**config.mk**
```make
export PLATFORM = sky130hd
export DESIGN_NAME = branch_pc_flat
export DESIGN_NICKNAME = d
export VERILOG_FILES = /design/src/rtl/branch_pc_if.sv /design/src/rtl/branch_pc.sv /design/src/flat_wrapper.sv
export SDC_FILE = /design/constraint.sdc
export NUM_CORES = 1
export LEC_CHECK = 0
export ABC_AREA = 0
export CORE_AREA = 10 10 151 153
export DETAILED_ROUTE_END_ITERATION = 7
export DIE_AREA = 0 0 161 163
export PLACE_DENSITY = 0.6
export RECOVER_POWER = 25
export SLEW_MARGIN = 40
export SYNTH_ARGS = -nofsm -noshare
export SYNTH_HDL_FRONTEND = slang
export SYNTH_SLANG_ARGS = --single-unit
```
**constraint.sdc**
```tcl
create_clock -name clk -period 4.7 [get_ports clk]
set_input_delay 0.94 -clock clk [delete_from_list [all_inputs] [get_ports clk]]
set_output_delay 0.94 -clock clk [all_outputs]
set_load 0.03 [all_outputs]
```
**src/rtl/branch_pc_if.sv**
```systemverilog
// Fetch-redirect bus between the ID stage / instruction memory and branch_pc.
// master drives branch/jump requests and memory readiness; slave returns the fetch PC.
interface branch_pc_if;
    logic        stall;
    logic [2:0]  br_type;
    logic        isbeq;
    logic        isbne;
    logic        isblez;
    logic        isbgtz;
    logic        isbltz;
    logic        isbgez;
    logic [15:0] imm16;
    logic        jmp;
    logic [25:0] jidx;
    logic        jr;
    logic [31:0] jr_tgt;
    logic        if_ready;
    logic [31:0] pc;
    logic        pc_valid;
    logic        taken;
    logic [31:0] taken_cnt;

    modport master (
        output stall, br_type, isbeq, isbne, isblez, isbgtz, isbltz, isbgez,
               imm16, jmp, jidx, jr, jr_tgt, if_ready,
        input  pc, pc_valid, taken, taken_cnt
    );

    modport slave (
        input  stall, br_type, isbeq, isbne, isblez, isbgtz, isbltz, isbgez,
               imm16, jmp, jidx, jr, jr_tgt, if_ready,
        output pc, pc_valid, taken, taken_cnt
    );
endinterface

```
**src/rtl/branch_pc.sv**
```systemverilog
// IF-stage program counter with delayed-branch redirect (jr > jmp > branch) and fetch back-pressure.
// Optional feature macro: BRANCH_PC_TAKEN_CNT_EN builds the saturating taken_cnt counter.
module branch_pc #(
    parameter logic [31:0] RESET_PC = 32'h0000_3000
) (
    input  logic        clk,
    input  logic        reset,
    branch_pc_if.slave  bus
);

    typedef enum logic [1:0] {
        ST_RUN  = 2'b00,
        ST_WAIT = 2'b01,
        ST_PEND = 2'b10
    } state_t;

    state_t      state_r;
    state_t      state_nxt_s;
    logic [31:0] pc_r;
    logic [31:0] pc_nxt_s;
    logic [31:0] pend_tgt_r;
    logic [31:0] pend_nxt_s;
    logic        taken_r;
    logic        taken_nxt_s;
    logic        pc_valid_r;

    logic        cond_s;
    logic [31:0] br_off_s;
    logic [31:0] br_tgt_s;
    logic [31:0] j_tgt_s;
    logic [31:0] jr_tgt_s;
    logic        req_s;
    logic [31:0] tgt_s;
    logic [31:0] fetch_pc_s;

    // Branch condition select from the comparator flags; reserved type never branches.
    always_comb begin
        cond_s = 1'b0;
        case (bus.br_type)
            3'd1:    cond_s = bus.isbeq;
            3'd2:    cond_s = bus.isbne;
            3'd3:    cond_s = bus.isblez;
            3'd4:    cond_s = bus.isbgtz;
            3'd5:    cond_s = bus.isbltz;
            3'd6:    cond_s = bus.isbgez;
            default: cond_s = 1'b0;
        endcase
    end

    // pc already points at the delay slot, so offsets are relative to it.
    assign br_off_s = {{14{bus.imm16[15]}}, bus.imm16, 2'b00};
    assign br_tgt_s = pc_r + br_off_s;
    assign j_tgt_s  = {pc_r[31:28], bus.jidx, 2'b00};
    assign jr_tgt_s = bus.jr_tgt & ~32'h0000_0003;

    // Requests are only honoured once the fetch port is live and decode is not stalled.
    assign req_s = pc_valid_r & ~bus.stall & (bus.jr | bus.jmp | cond_s);

    // Redirect target with jr > jmp > conditional branch priority.
    always_comb begin
        if (bus.jr) begin
            tgt_s = jr_tgt_s;
        end else if (bus.jmp) begin
            tgt_s = j_tgt_s;
        end else begin
            tgt_s = br_tgt_s;
        end
    end

    // Address issued when memory accepts this cycle's fetch.
    always_comb begin
        if (bus.stall) begin
            fetch_pc_s = pc_r;
        end else if (req_s) begin
            fetch_pc_s = tgt_s;
        end else begin
            fetch_pc_s = pc_r + 32'd4;
        end
    end

    // Next-state and datapath updates; the first cycle after reset release only arms pc_valid.
    always_comb begin
        state_nxt_s = state_r;
        pc_nxt_s    = pc_r;
        pend_nxt_s  = pend_tgt_r;
        taken_nxt_s = 1'b0;
        if (pc_valid_r) begin
            case (state_r)
                ST_RUN: begin
                    if (bus.if_ready) begin
                        pc_nxt_s    = fetch_pc_s;
                        taken_nxt_s = req_s;
                    end else if (req_s) begin
                        pend_nxt_s  = tgt_s;
                        state_nxt_s = ST_PEND;
                    end else begin
                        state_nxt_s = ST_WAIT;
                    end
                end
                ST_WAIT: begin
                    if (bus.if_ready) begin
                        pc_nxt_s    = fetch_pc_s;
                        taken_nxt_s = req_s;
                        state_nxt_s = ST_RUN;
                    end else begin
                        state_nxt_s = ST_WAIT;
                    end
                end
                ST_PEND: begin
                    // Delay slot still unfetched: new requests are ignored until it goes out.
                    if (bus.if_ready) begin
                        pc_nxt_s    = pend_tgt_r;
                        taken_nxt_s = 1'b1;
                        state_nxt_s = ST_RUN;
                    end else begin
                        state_nxt_s = ST_PEND;
                    end
                end
                default: begin
                    state_nxt_s = ST_RUN;
                    pc_nxt_s    = RESET_PC;
                end
            endcase
        end else begin
            state_nxt_s = ST_RUN;
        end
    end

    // State, PC, pending target and status registers.
    always_ff @(posedge clk) begin
        if (!reset) begin
            state_r    <= ST_RUN;
            pc_r       <= RESET_PC;
            pend_tgt_r <= 32'h0000_0000;
            taken_r    <= 1'b0;
            pc_valid_r <= 1'b0;
        end else begin
            state_r    <= state_nxt_s;
            pc_r       <= pc_nxt_s;
            pend_tgt_r <= pend_nxt_s;
            taken_r    <= taken_nxt_s;
            pc_valid_r <= 1'b1;
        end
    end

`ifdef BRANCH_PC_TAKEN_CNT_EN
    logic [31:0] taken_cnt_r;

    // Saturating count of applied redirects, in step with taken.
    always_ff @(posedge clk) begin
        if (!reset) begin
            taken_cnt_r <= 32'h0000_0000;
        end else if (taken_nxt_s && (taken_cnt_r != 32'hFFFF_FFFF)) begin
            taken_cnt_r <= taken_cnt_r + 32'd1;
        end else begin
            taken_cnt_r <= taken_cnt_r;
        end
    end

    assign bus.taken_cnt = taken_cnt_r;
`else
    assign bus.taken_cnt = 32'h0000_0000;
`endif

    assign bus.pc       = pc_r;
    assign bus.pc_valid = pc_valid_r;
    assign bus.taken    = taken_r;

endmodule

```
**src/flat_wrapper.sv**
```systemverilog
// flat-port wrapper written by rule: the top's interface ports become plain ports
module branch_pc_flat 
#(
    parameter logic [31:0] RESET_PC = 32'h0000_3000
)
  (clk, reset, bus_stall, bus_br_type, bus_isbeq, bus_isbne, bus_isblez, bus_isbgtz, bus_isbltz, bus_isbgez, bus_imm16, bus_jmp, bus_jidx, bus_jr, bus_jr_tgt, bus_if_ready, bus_pc, bus_pc_valid, bus_taken, bus_taken_cnt);
  branch_pc_if bus_i ();
  input  logic clk;
  input  logic reset;
  input wire logic [$bits(bus_i.stall)-1:0] bus_stall;
  input wire logic [$bits(bus_i.br_type)-1:0] bus_br_type;
  input wire logic [$bits(bus_i.isbeq)-1:0] bus_isbeq;
  input wire logic [$bits(bus_i.isbne)-1:0] bus_isbne;
  input wire logic [$bits(bus_i.isblez)-1:0] bus_isblez;
  input wire logic [$bits(bus_i.isbgtz)-1:0] bus_isbgtz;
  input wire logic [$bits(bus_i.isbltz)-1:0] bus_isbltz;
  input wire logic [$bits(bus_i.isbgez)-1:0] bus_isbgez;
  input wire logic [$bits(bus_i.imm16)-1:0] bus_imm16;
  input wire logic [$bits(bus_i.jmp)-1:0] bus_jmp;
  input wire logic [$bits(bus_i.jidx)-1:0] bus_jidx;
  input wire logic [$bits(bus_i.jr)-1:0] bus_jr;
  input wire logic [$bits(bus_i.jr_tgt)-1:0] bus_jr_tgt;
  input wire logic [$bits(bus_i.if_ready)-1:0] bus_if_ready;
  output wire logic [$bits(bus_i.pc)-1:0] bus_pc;
  output wire logic [$bits(bus_i.pc_valid)-1:0] bus_pc_valid;
  output wire logic [$bits(bus_i.taken)-1:0] bus_taken;
  output wire logic [$bits(bus_i.taken_cnt)-1:0] bus_taken_cnt;
  assign bus_i.stall = bus_stall;
  assign bus_i.br_type = bus_br_type;
  assign bus_i.isbeq = bus_isbeq;
  assign bus_i.isbne = bus_isbne;
  assign bus_i.isblez = bus_isblez;
  assign bus_i.isbgtz = bus_isbgtz;
  assign bus_i.isbltz = bus_isbltz;
  assign bus_i.isbgez = bus_isbgez;
  assign bus_i.imm16 = bus_imm16;
  assign bus_i.jmp = bus_jmp;
  assign bus_i.jidx = bus_jidx;
  assign bus_i.jr = bus_jr;
  assign bus_i.jr_tgt = bus_jr_tgt;
  assign bus_i.if_ready = bus_if_ready;
  assign bus_pc = bus_i.pc;
  assign bus_pc_valid = bus_i.pc_valid;
  assign bus_taken = bus_i.taken;
  assign bus_taken_cnt = bus_i.taken_cnt;
  branch_pc #(.RESET_PC(RESET_PC)) u_core (.clk(clk), .reset(reset), .bus(bus_i));
endmodule
```
==> results.cfg, run 1 <==
[status]
outcome = finished with violations
violations = max-capacitance violations, max-slew violations

[yosys]
synth-simple-area-share = 0.207
synth_fa_ha_area_frac = 0.0680
synth.avg_cell_area_sq_um = 7.38
ys_types = 67
synthCells = 788
synthFlopType = dfxtp_1
synth-xor-area-share = 0.0618
synthMuxAreaShare = 0.0233
synth-edff-count = 0
synth_area_sq_um = 5810
synth_seq_cells = 68
synth_compound_area_frac = 0.318
ys_seq_area_frac = 0.234
yosysWarnings = 0
synth_top_family_by_area = compound AO/OA/AOI/OAI gates
async_reset_ff_frac = 0

[worst_setup_path]
crit_arrival_ns = 4.47
crit_required_ns = 4.95
cp_cell_sequence = clkdlybuf4s50_1, ha_1, inv_1, fa_1, nand2b_1, a211oi_1, o21ai_0, a311oi_1, nor2_1, nor2_1, nor4_1, a211oi_1, o2bb2ai_1
timing.rr.end = u_core.bus.pc[30]
endpoint_kind = register
crit_path_max_fanout = 3
slowest_delay_ns = 0.59
crit_slowest_cell = a311oi_1
r2r_start = u_core.bus.pc[2]
crit_type = in2reg
startpoint_type = input port
rrSetupSlack_ns = 1.09
rr_worst_depth = 12

[sta]
maxSlewViolCount = 48
period_share = 0.898
setup_viol = 0
hold_viol = 0
setup_tns_ns = 0
whs_ns = 0.456
slew_headroom = -0.391
finalWorstSetupSlack_ns = 0.478
layout_min_cycle_time_ns = 4.22
fin_skew_ns = 0.00641
tightest_slew_ns = 2.09
fmax_mhz = 237
rsz0062_at_grt = no

[hold_path]
holdCritPathClass = reg2reg
whs_endpoint = u_core.pend_tgt_r[25]
hold_start = u_core.pend_tgt_r[25]
worstHoldPathCells = 2

[placed_design]
place_hpwl_microns = 16300
port_buffers = 120
finalWeightedCongestion = 0.928
place_ws_ns = 0.323

[power]
p_seq_frac = 0.359
power_frac_comb = 0.305
max-vdd-ir-drop_mv = 0.127
intPower_mw = 1.17
sw_frac_of_total = 0.339
p_sw_mw = 0.601
leakage_nw = 2.89
p_per_area_nw_per_um2 = 238
clkPwrFrac = 0.336

[routing]
detail_route.wl_per_cell_microns = 18.4
vias_per_cell = 5.40
vias = 6302
dr.pass1.iters = 6
wirelength_microns = 21500
drt_iter0_drc = 610
ant_nets = 0
drc = 0

[final_layout]
nFillCells = 2163
fin_util = 0.374
regArea_sq_um = 1360
drive_above_1_share = 0.0502
final_cell_mix = clkdlybuf4s50_1, nand2_1, o21ai_0
final_common_cell = clkdlybuf4s50_1
area_delta_synth_final_pct = 28.1
multi_input_area_sq_um = 4070
antennaDiodeCount = 0
nNetsFinal = 1015

[clocking]
path_clk_slew_ns = 0.05
clockRootBuffer = clkbuf_16
cts_tree = built
ctsHtreeMaxLevel = 3
postCtsHoldBufs = 0
cts_buffers = 9
post_cts_buffers = 0
cts_max_path_buffers = 2
clock_latency_ns = 0.33
cts_resized = 0
clock_sinks = 68

[grt]
grt_max_degree = 48
grt_overflow_total = 0
grt_pass1_vias = 5995
antenna_found_initial = 0
grt_pass1_wl_microns = 33800
grt_usage = 0.159

[floorplan]
die_y_microns = 163
pin_count = 155
row_count = 52
start_util = 0.292
core_area_sq_um = 19900
dieArea_sq_um = 26200
die_w_microns = 161

[run]
max_cap_viol_count = 1
-- power groups by stage --
stage | combinational [mW] | clock [mW] | sequential (mW)
3_5_place_dp | 0.539 | 0 | 0.649
2_1_floorplan | 0.334 | 0 | 0.666
3_3_place_gp | 0.537 | 0 | 0.649
6_report | 0.541 | 0.595 | 0.636
4_1_cts | 0.542 | 0.607 | 0.636
5_1_grt | 0.591 | 0.628 | 0.641
-- synth_stat cells, types with 3 or more instances --
cell	number	share of area
a21boi_0	6	0.0077
nand2_1	92	0.059
a211oi_1	12	0.016
mux2i_1	9	0.016
nand4_1	8	0.0086
o21bai_1	3	0.0039
a31oi_1	7	0.0075
o221ai_1	4	0.0060
a221oi_1	24	0.036
ha_1	30	0.065
o311ai_0	4	0.0060
a21o_1	12	0.016
nand3_1	34	0.029
xnor2_1	27	0.041
buf_4	33	0.043
inv_1	20	0.013
and2_1	9	0.0097
nor3b_1	4	0.0052
o22ai_1	5	0.0054
and4_1	5	0.0075
nor2_1	54	0.035
a21oi_1	76	0.065
o211a_1	6	0.010
and3_1	11	0.012
or2_2	3	0.0032
dfxtp_1	68	0.23
clkbuf_1	37	0.024
xor2_1	14	0.021
o21a_1	9	0.012
nand2b_1	15	0.016
buf_2	5	0.0043
o211ai_1	17	0.022
a211o_1	6	0.0090
o21ai_0	77	0.066
nor2b_1	3	0.0032
-- metrics by stage --
stage	instances	cell area (sq um)	total power, mW
after floorplan	819	5930	1.00
after global placement	1154	7200	1.19
after detailed placement	1154	7200	1.19
after CTS	1167	7450	1.78
after global routing	1167	7440	1.86
final	1167	7440	1.77
-- area by class of cell --
cell class,instances,share of cell area
multi-input combinational,654,0.547
sequential,68,0.183
timing repair buffer,141,0.181
tap,270,0.0454
clock buffer,10,0.0308
inverter,21,0.0106
clock inverter,3,0.00235
-- logic make-up after synthesis --
logic type	Yosys count
AO/OA/AOI/OAI	287
XOR/XNOR	41
adder cells (fa/ha/maj)	31
buffers and inverters	97
flip-flops	68
multiplexers	12
other	1
AND/OR/NAND/NOR	251
-- worst max-delay path by stage --
stage	startpoint	to	slack [ns]	depth (start not counted)
after floorplan	bus_imm16[0]	u_core.bus.pc[26]	1.52	12
after global placement	bus_imm16[0]	u_core.pend_tgt_r[30]	0.33	13
after detailed placement	bus_imm16[0]	u_core.pend_tgt_r[30]	0.32	13
after CTS	bus_imm16[0]	u_core.bus.pc[30]	0.63	13
after global routing	bus_imm16[0]	u_core.bus.pc[26]	0.34	13
final	bus_imm16[0]	u_core.bus.pc[30]	0.48	13
-- critical path: cells and delay by family --
| kind | cells | cell delay [ns] |
|---|---|---|
| AO/OA/AOI/OAI | 5 | 1.71 |
| adder cells (fa/ha/maj) | 2 | 0.62 |
| buffers and inverters | 2 | 0.55 |
| AND/OR/NAND/NOR | 4 | 0.65 |
-- state kept, by name, indices dropped and copies added (netlist names) --
name,cells
u_core.pend_tgt_r,32
u_core.bus.taken,1
u_core.bus.pc,32
u_core.bus.pc_valid,1
u_core.state_r,2
-- per-layer routing --
metal	track usage	part of all wire
met1	0.221	0.48
met2	0.244	0.44
met3	0.0288	0.071
met4	0.0467	0.018
met5	0	0
No activity file was read; power rests on OpenSTA's default activity.
==> run 2: changes to the inputs <==
- CELL_PAD_IN_SITES_DETAIL_PLACEMENT: unset -> 1
- CELL_PAD_IN_SITES_GLOBAL_PLACEMENT: unset -> 1
- PLACE_DENSITY: 0.6 -> 0.77
==> run 2 against run 1 <==
The run still ends with max-capacitance violations, max-slew violations left. Via count grew 2.3%. Combinational power grew 2%. Global-route usage grew 1.4 points. Sequential power is essentially flat.
==> results.cfg, run 2 (same netlist as run 1, synthesis figures left out) <==
[status]
outcome = finished with violations
violations = max-capacitance violations, max-slew violations

[grt]
antenna_found_initial = 0
grt_overflow_total = 0
grt_max_degree = 52
grt_pass1_wl_microns = 36800
grt_usage = 0.173
grt_pass1_vias = 6809

[final_layout]
final_common_cell = clkdlybuf4s50_1
final_cell_mix = clkdlybuf4s50_1, nand2_1, o21ai_0
fin_util = 0.378
nNetsFinal = 1013
area_delta_synth_final_pct = 29.5
drive_above_1_share = 0.0512
antennaDiodeCount = 0
nFillCells = 2472

[floorplan]
row_count = 52
dieArea_sq_um = 26200
pin_count = 155
start_util = 0.292
core_area_sq_um = 19900
die_y_microns = 163
die_w_microns = 161

[worst_setup_path]
crit_arrival_ns = 4.37
crit_family = compound AO/OA/AOI/OAI gates
crit_path_max_fanout = 4
crit_required_ns = 4.97
crit_buf_inv = 3
slowest_delay_ns = 0.47
startpoint_type = input port
crit_slowest_cell = clkdlybuf4s50_1
cp_cell_sequence = clkdlybuf4s50_1, ha_1, inv_1, fa_1, nand2b_1, a211oi_1, o21ai_0, a311oi_1, buf_4, nor2_1, nor2_1, nor4_1, a211oi_1, o2bb2ai_1
endpoint_kind = register
crit_type = in2reg

[sta]
setup_viol = 0
fmax_mhz = 244
rsz0062_at_grt = no
fin_skew_ns = 0.00511
setup_tns_ns = 0
maxSlewViolCount = 48
tightest_slew_ns = 2.18
layout_min_cycle_time_ns = 4.10
whs_ns = 0.457
slew_headroom = -0.451
hold_viol = 0
period_share = 0.873

[clocking]
clockRootBuffer = clkbuf_16
path_clk_slew_ns = 0.06
cts_max_path_buffers = 2
cts_resized = 0
ctsHtreeMaxLevel = 3
postCtsHoldBufs = 0
cts_buffers = 9
clock_sinks = 68
cts_tree = built
clock_latency_ns = 0.34
post_cts_buffers = 0

[routing]
wirelength_microns = 23300
ant_nets = 0
vias_per_cell = 5.52
dr.pass1.iters = 5
detail_route.wl_per_cell_microns = 19.9
drc = 0
drt_iter0_drc = 420
vias = 6446

[placed_design]
finalWeightedCongestion = 0.857
port_buffers = 120
place_hpwl_microns = 17400

[run]
max_cap_viol_count = 1

[power]
max-vdd-ir-drop_mv = 0.157
p_per_area_nw_per_um2 = 257
leakage_nw = 2.92

[hold_path]
holdCritPathClass = reg2reg
run 2: cell count changes in the layout (fill, tap and decap cells not counted), sizes merged:
cell      change
bufinv        +2
buf           -2
clkinvlp      +1
run 2: path summary, 6_finish.rpt:
check / end / slack [ns] / from / depth (start not counted)
hold reg to reg: u_core.pend_tgt_r[18] / 0.46 / u_core.pend_tgt_r[18] / 2
setup reg to reg: u_core.bus.pc[30] / 1.17 / u_core.bus.pc[2] / 13
hold / removal: u_core.pend_tgt_r[18] / 0.46 / u_core.pend_tgt_r[18] / 2
setup / recovery: u_core.bus.pc[30] / 0.60 / bus_imm16[0] / 14
run 2: layout make-up:
type | count | area (sq um) | area share
tap | 270 | 338 | 0.0449
inverter | 21 | 78.8 | 0.0105
timing repair buffer | 139 | 1360 | 0.180
clock buffer | 10 | 229 | 0.0304
sequential | 68 | 1360 | 0.181
clock inverter | 6 | 88.8 | 0.0118
multi-input combinational | 654 | 4070 | 0.541
run 2: where the power goes:
part           internal [mW]  switching [mW]
sequential             0.602          0.0354
clock                  0.465           0.279
combinational          0.223           0.328
run 2: routing by layer:
metal  global-route usage  share of wire  up-vias  wire [microns]
met4               0.0521          0.020        0             455
met3               0.0301          0.057       32            1340
met2                0.292           0.48      203           11100
li1                     -              -     3045               -
met1                0.220           0.45     3166           10400
met5                    0              0        -               0
run 2: per-stage QoR:
step | cell area (sq um) | cells | total power, mW | setup WS [ns]
after floorplan | 5930 | 819 | 1.00 | 1.52
after global placement | 7180 | 1151 | 1.19 | 0.347
after detailed placement | 7180 | 1151 | 1.20 | 0.331
after CTS | 7500 | 1167 | 1.94 | 0.663
after global routing | 7520 | 1168 | 2.02 | 0.362
final | 7520 | 1168 | 1.93 | 0.596
run 2: worst register-to-register path, cell delays in order (launching register included):
cell	delay, ns
dfxtp_1	0.44
ha_1	0.27
inv_1	0.07
fa_1	0.39
nand2b_1	0.20
a211oi_1	0.29
o21ai_0	0.33
a311oi_1	0.42
buf_4	0.18
nor2_1	0.08
nor2_1	0.17
nor4_1	0.08
a211oi_1	0.37
o2bb2ai_1	0.16
==> run 3: changes to the inputs <==
- CTS_CLUSTER_SIZE: unset -> 40
- GPL_ROUTABILITY_DRIVEN: unset -> 0
==> results of run 3 <==
Final layout, timing and power as in run 2 (identical DEF).
